===== config.mk =====
export PLATFORM = sky130hd
export DESIGN_NAME = int_req_ctrl
export DESIGN_NICKNAME = d
export VERILOG_FILES = /design/src/rtl/int_req_ctrl_pkg.sv /design/src/rtl/int_req_ctrl_edge.sv /design/src/rtl/int_req_ctrl.sv
export SDC_FILE = /design/constraint.sdc
export NUM_CORES = 1
export LEC_CHECK = 0
export ABC_AREA = 1
export CAP_MARGIN = 20
export CORE_MARGIN = 4
export CORE_UTILIZATION = 45
export DETAILED_ROUTE_END_ITERATION = 8
export PLACE_DENSITY = 0.78
export SYNTH_ARGS = -nofsm -noshare
export SYNTH_HDL_FRONTEND = slang
export SYNTH_SLANG_ARGS = --single-unit

===== constraint.sdc =====
create_clock -name clk -period 1.21 [get_ports clk]
set_clock_uncertainty 0.2 [all_clocks]
set_input_delay 0.242 -clock clk [delete_from_list [all_inputs] [get_ports clk]]
set_output_delay 0.242 -clock clk [all_outputs]
set_load 0.03 [all_outputs]

===== src/rtl/int_req_ctrl_pkg.sv =====
// int_req_ctrl_pkg: shared register offsets, NMI bit positions, NMI FSM encodings and NMI vector address
package int_req_ctrl_pkg;
    localparam logic [1:0] REG_IRQEN  = 2'd0;
    localparam logic [1:0] REG_IRQST  = 2'd0;
    localparam logic [1:0] REG_NMIEN  = 2'd1;
    localparam logic [1:0] REG_NMIST  = 2'd1;
    localparam logic [1:0] REG_NMIRES = 2'd2;
    localparam int NMI_DLI_BIT   = 7;
    localparam int NMI_VBI_BIT   = 6;
    localparam int NMI_RESET_BIT = 5;
    typedef enum logic [1:0] {
        ST_IDLE   = 2'd0,
        ST_ASSERT = 2'd1,
        ST_GAP    = 2'd2
    } nmi_state_t;
    localparam logic [15:0] NMI_VECTOR = 16'hFFFA;
endpackage


===== src/rtl/int_req_ctrl_edge.sv =====
// edge_rise_det: per-bit rising-edge detector against a registered previous level
//   clk, rst     clock and synchronous active-high reset
//   src  [W-1:0] level inputs
//   rise [W-1:0] high for each bit that is high now and was low on the previous cycle
module edge_rise_det #(
    parameter int W = 1
) (
    input  logic         clk,
    input  logic         rst,
    input  logic [W-1:0] src,
    output logic [W-1:0] rise
);
    logic [W-1:0] prev;
    // prev tracks the live level even in reset, so sources already high at reset are not events
    always_ff @(posedge clk) prev <= src;
    assign rise = rst ? '0 : src & ~prev;
endmodule


===== src/rtl/int_req_ctrl.sv =====
// int_req_ctrl: maskable IRQ/NMI status registers driving the 6502C irq level and nmi edge
//   clk, rst                  clock and synchronous active-high reset
//   irq_src[7:0]              peripheral IRQ sources (rising edge = event)
//   nmi_src[2:0]              {DLI, VBI, RESET key} (rising edge = event)
//   cs, we, addr[1:0], wdata  register write/read port; rdata is registered
//   cpu_sync, cpu_addr, cpu_rw  CPU bus, watched for the NMI vector fetch handshake
//   irq, nmi                  interrupt outputs to the CPU
//   INT_VECTOR_ACK_EN         when defined, nmi is held until vector fetch or cpu_sync timeout;
//                             otherwise nmi is a fixed NMI_PULSE-cycle pulse
module int_req_ctrl
    import int_req_ctrl_pkg::*;
#(
    parameter int NMI_PULSE   = 2,
    parameter int NMI_TIMEOUT = 4
) (
    input  logic        clk,
    input  logic        rst,
    input  logic [7:0]  irq_src,
    input  logic [2:0]  nmi_src,
    input  logic        cs,
    input  logic        we,
    input  logic [1:0]  addr,
    input  logic [7:0]  wdata,
    output logic [7:0]  rdata,
    input  logic        cpu_sync,
    input  logic [15:0] cpu_addr,
    input  logic        cpu_rw,
    output logic        irq,
    output logic        nmi
);
    logic [7:0] irq_rise, irqen, irqen_n, irq_pend, irq_pend_n, nmist, rdata_n;
    logic [2:0] nmi_rise, nmi_pend, nmi_pend_n, nmi_en;
    logic [1:0] nmien;
    logic wr_irqen, wr_nmien, wr_nmires, rd, nmi_req, nmi_req_n, take, done;
    nmi_state_t state, state_n;

    edge_rise_det #(.W(8)) u_irq_det (.clk(clk), .rst(rst), .src(irq_src), .rise(irq_rise));
    edge_rise_det #(.W(3)) u_nmi_det (.clk(clk), .rst(rst), .src(nmi_src), .rise(nmi_rise));

    assign wr_irqen  = cs & we & (addr == REG_IRQEN);
    assign wr_nmien  = cs & we & (addr == REG_NMIEN);
    assign wr_nmires = cs & we & (addr == REG_NMIRES);
    assign rd        = cs & ~we;
    assign nmi_en    = {nmien, 1'b1};

    // Sets are ORed in after clears so a same-cycle set wins; the new mask gates the set
    always_comb begin
        irqen_n    = wr_irqen ? wdata : irqen;
        irq_pend_n = (irq_pend & (wr_irqen ? wdata : 8'hFF)) | (irq_rise & irqen_n);
        nmi_pend_n = (wr_nmires ? 3'b000 : nmi_pend) | nmi_rise;
        nmist                = 8'hFF;
        nmist[NMI_DLI_BIT]   = nmi_pend[2];
        nmist[NMI_VBI_BIT]   = nmi_pend[1];
        nmist[NMI_RESET_BIT] = nmi_pend[0];
        rdata_n = addr == REG_IRQST ? ~irq_pend : addr == REG_NMIST ? nmist : 8'hFF;
    end

    // A request waiting at the end of GAP goes straight back to ASSERT, giving one low cycle
    always_comb begin
        take      = nmi_req & (state != ST_ASSERT);
        state_n   = take ? ST_ASSERT : state == ST_ASSERT ? (done ? ST_GAP : ST_ASSERT) : ST_IDLE;
        nmi_req_n = (|(nmi_rise & nmi_en)) | (nmi_req & ~take);
    end

    always_ff @(posedge clk) state <= rst ? ST_IDLE : state_n;

`ifdef INT_VECTOR_ACK_EN
    localparam int CW = $clog2(NMI_TIMEOUT + 1);
    logic [CW-1:0] cnt;
    logic sync_q, sync_rise;
    assign sync_rise = cpu_sync & ~sync_q;
    assign done = (cpu_rw && cpu_addr == NMI_VECTOR) || (sync_rise && cnt == CW'(NMI_TIMEOUT - 1));
    always_ff @(posedge clk) begin
        sync_q <= cpu_sync;
        cnt    <= (rst || state != ST_ASSERT) ? '0 : cnt + CW'(sync_rise);
    end
`else
    localparam int CW = $clog2(NMI_PULSE + 1);
    logic [CW-1:0] cnt;
    logic unused_cpu_bus;
    assign unused_cpu_bus = ^{cpu_sync, cpu_addr, cpu_rw};
    assign done = cnt == CW'(NMI_PULSE - 1);
    always_ff @(posedge clk) cnt <= (rst || state != ST_ASSERT) ? '0 : cnt + 1'b1;
`endif

    always_ff @(posedge clk) begin
        if (rst) begin
            irqen    <= '0;
            irq_pend <= '0;
            nmien    <= '0;
            nmi_pend <= '0;
            nmi_req  <= 1'b0;
            irq      <= 1'b0;
            nmi      <= 1'b0;
            rdata    <= 8'hFF;
        end else begin
            irqen    <= irqen_n;
            irq_pend <= irq_pend_n;
            nmien    <= wr_nmien ? {wdata[NMI_DLI_BIT], wdata[NMI_VBI_BIT]} : nmien;
            nmi_pend <= nmi_pend_n;
            nmi_req  <= nmi_req_n;
            irq      <= |(irq_pend & irqen);
            nmi      <= state_n == ST_ASSERT;
            rdata    <= rd ? rdata_n : rdata;
        end
    end
endmodule

==> impl_results.md <==
* DR DRC count at 0
* Max clock buf depth at 2
* Total grt overflow at 0
* Reg2reg path depth at 4
* Pwr per Cell Area at 1300 nW/um^2
* Largest net degree at the start of global routing at 17
* Ranking of synthesized cells by area: dfxtp_1, nand2_1, inv_1, a21oi_1, nor2_1
* First-pass GRT wire length at 5840 um
* Skew-Pair Late Insertion Delay at 0.30 ns
* Mapped Avg Cell Area at 7.49 um^2
* CTS clk-pin slew, worst paths at around 0.090 ns
* Die area at about 4800 um^2
* #FFs+latches synth at 46
* Num CTS Buffers at 5
* Delay-heaviest family, CP: flip-flops
* Dpl ws at -0.479 ns
* Status: finished with violations
* CTS tree: built
* Post-DP HPWL at roughly 2500 um
* GRT Total Usage at 15.0%
* Cells after Synth at 225
* Worst reg2reg path startpoint: cnt[0]$_SDFF_PP0_
* Nets at 317
* Final Critical Period at 1.22 ns
* Port Buffer Count at 34
* WS Path Type: reg -> out
* Vias at 1474
* Antenna Nets Post-Route at 0
* Syn. warnings at 0
* Worst reg2reg path endpoint: state[0]$_SDFF_PP0_
* Post-Route WL at 3280 um
* FP Rows at 21
* Seq/Total Area, Yosys at 54.6%
* CP max stage cell: dfxtp_2
* Lkg Pwr at about 1.0 nW
* CP cell instances: buf_6
* Post-synth top area share at 54.6%
* Slew @ Worst Pin at 0.206 ns
* Final hold vios at 0
* Initial antenna violation count at 0
* CP required at 0.77 ns
* Period Utilization, post-route at 101%
* Failing checks: negative setup slack
* R2R setup slack at 0.14 ns
* Hold_buf cts at 0
* Drt pass-1 iters at 4
* Distinct cell type count after synthesis at 18
* Startpoint types: register
* Max VDD drop at 0.819 mV
* Number of global-route vias before repair at 1372
* Post-Synthesis Net Count at 269
* Unrepaired setup endpoints after global routing: true
* Fmax achieved at 817 MHz
* Max Cap Viol at 0
* Clock sinks at 46
* Post-Syn Area at 1690 um^2
* Area Overhead vs Synth at 38.3%
* Root buf cell: clkbuf_8
* IO Count at 53
* Core Footprint at between 3000 and 4000 um^2
* WP depth at 1
* Layout cells sized above 1 at 17.9%
* Critical path buffers and inverters at 1
* DR WL/cell at 10.2 um
* Tot Pwr at 3.02 mW
* CP max FO at 2
* Pins Over Slew Limit at 0
* Final setup fails at 4
* Width of the chip at 69.2 um
* Die extent in y at 69.2 um
* CP Data Arrival Time at 0.78 ns
* Initial Util at 48.6%
* Post-synth top area cell: dfxtp_1
* Critical path origin: rdata[3]$_SDFFE_PP1P_
* N_diodes at 0
* DR iter-0 viols at 94
* Worst Hold Class: in -> reg
* Gpl congestion at just under 0.8
* Slowest stage delay, CP at 0.35 ns
* Setup crit end: rdata[3]
* Final WS setup at -0.0132 ns
* Number of H-tree levels at 2
* Slew HR at 86.3%
* Post-DR vias/cell at 4.61
* CP endpoint kind: primary output
final cells by class:
class	instances	area, um^2
Multi-Input combinational cell	131	624
Inverter	45	171
Clock buffer	5	68.8
Timing Repair Buffer	44	430
Clock inverter	3	45.0
Fill cell	300	1140
Tap cell	46	57.6
Sequential cell	46	933
state kept, by name (all words and copies together), names as in the netlist:
register / cells
nmien: 2
cnt: 2
nmi_pend: 3
state: 2
irq_pend: 8
irq: 1
rdata: 8
u_irq_det.prev: 8
nmi_req: 1
irqen: 8
u_nmi_det.prev: 3
cell usage in the layout (no fill, tap or decap), drive strengths merged:
cell           instances
nor3                   3
o21ai                 11
clkdlybuf4s15          1
buf                   20
dfxtp                 46
dlygate4sd2            4
clkdlybuf4s50         19
clkinvlp               2
o22ai                  5
ha                     1
inv                   44
nand2                 60
a21oi                 23
clkbuf                 5
nand3                  3
nand4                  1
bufinv                 1
nor2                  24
clkinv                 1
Yosys cell counts:
cell type,n
nand2_1,58
dfxtp_1,46
inv_1,43
a21oi_1,23
nor2_1,22
o21ai_0,11
o22ai_1,5
nand3_1,3
nor3_1,3
nand2_2,2
nor2_2,2
buf_2,1
buf_6,1
clkbuf_1,1
clkinv_1,1
ha_1,1
inv_2,1
nand4_1,1
power breakdown:
group / switching, mW / internal (mW)
combinational: 0.154 / 0.147
sequential: 0.0244 / 1.57
clock: 0.513 / 0.614
total: 0.691 / 2.33
stage by stage:
stage                     setup TNS, ns  cell area [um^2]  hold slack, ns  instances  util (%)
after floorplan                       0              1690          0.0697        225         -
after global placement           -12.64              2110           0.223        311      60.7
after detailed placement         -13.36              2110           0.230        311      60.7
after CTS                       -0.0950              2320          0.0983        320      66.9
after global routing             -0.294              2330           0.122        320      67.2
final                           -0.0406              2330           0.113        320      67.2
worst min path at each step:
stage / from / to / slack [ns] / cells after the start
2_1_floorplan: irq_src[0] / u_irq_det.prev[0]$_DFF_P_ / 0.07 / 0
3_3_place_gp: cnt[0]$_SDFF_PP0_ / cnt[0]$_SDFF_PP0_ / 0.22 / 1
3_5_place_dp: cnt[0]$_SDFF_PP0_ / cnt[0]$_SDFF_PP0_ / 0.23 / 1
4_1_cts: rst / nmi_pend[1]$_SDFF_PP0_ / 0.1 / 2
5_1_grt: rst / nmi_pend[1]$_SDFF_PP0_ / 0.12 / 2
6_report: rst / nmi_pend[1]$_SDFF_PP0_ / 0.11 / 2
routing by layer:
metal	vias up	global-route usage (%)	wire length (um)
met1	640	18.7	1530
met3	4	4.78	205
met2	41	23.7	1490
li1	789	-	-
met5	-	0	0
met4	0	6.51	52
cells by family (layout without fill, tap and decap cells):
family                     Yosys count  count (layout)  share of synthesized area, %
DFF                                 46              46                          54.6
buffers and inverters               48              97                          11.2
adders and majority gates            1               1                         0.742
AOI/OAI and AO/OA                   39              39                          12.0
and+or+nand+nor                     91              91                          21.5
timing repair:
action                                  in CTS  in global routing
resized for setup                           41                  4
endpoints found under the setup margin      40                 17
setup buffers                                1                  0
pin swaps                                    3                  0
Note: power is estimated with default switching activity, not from simulation.
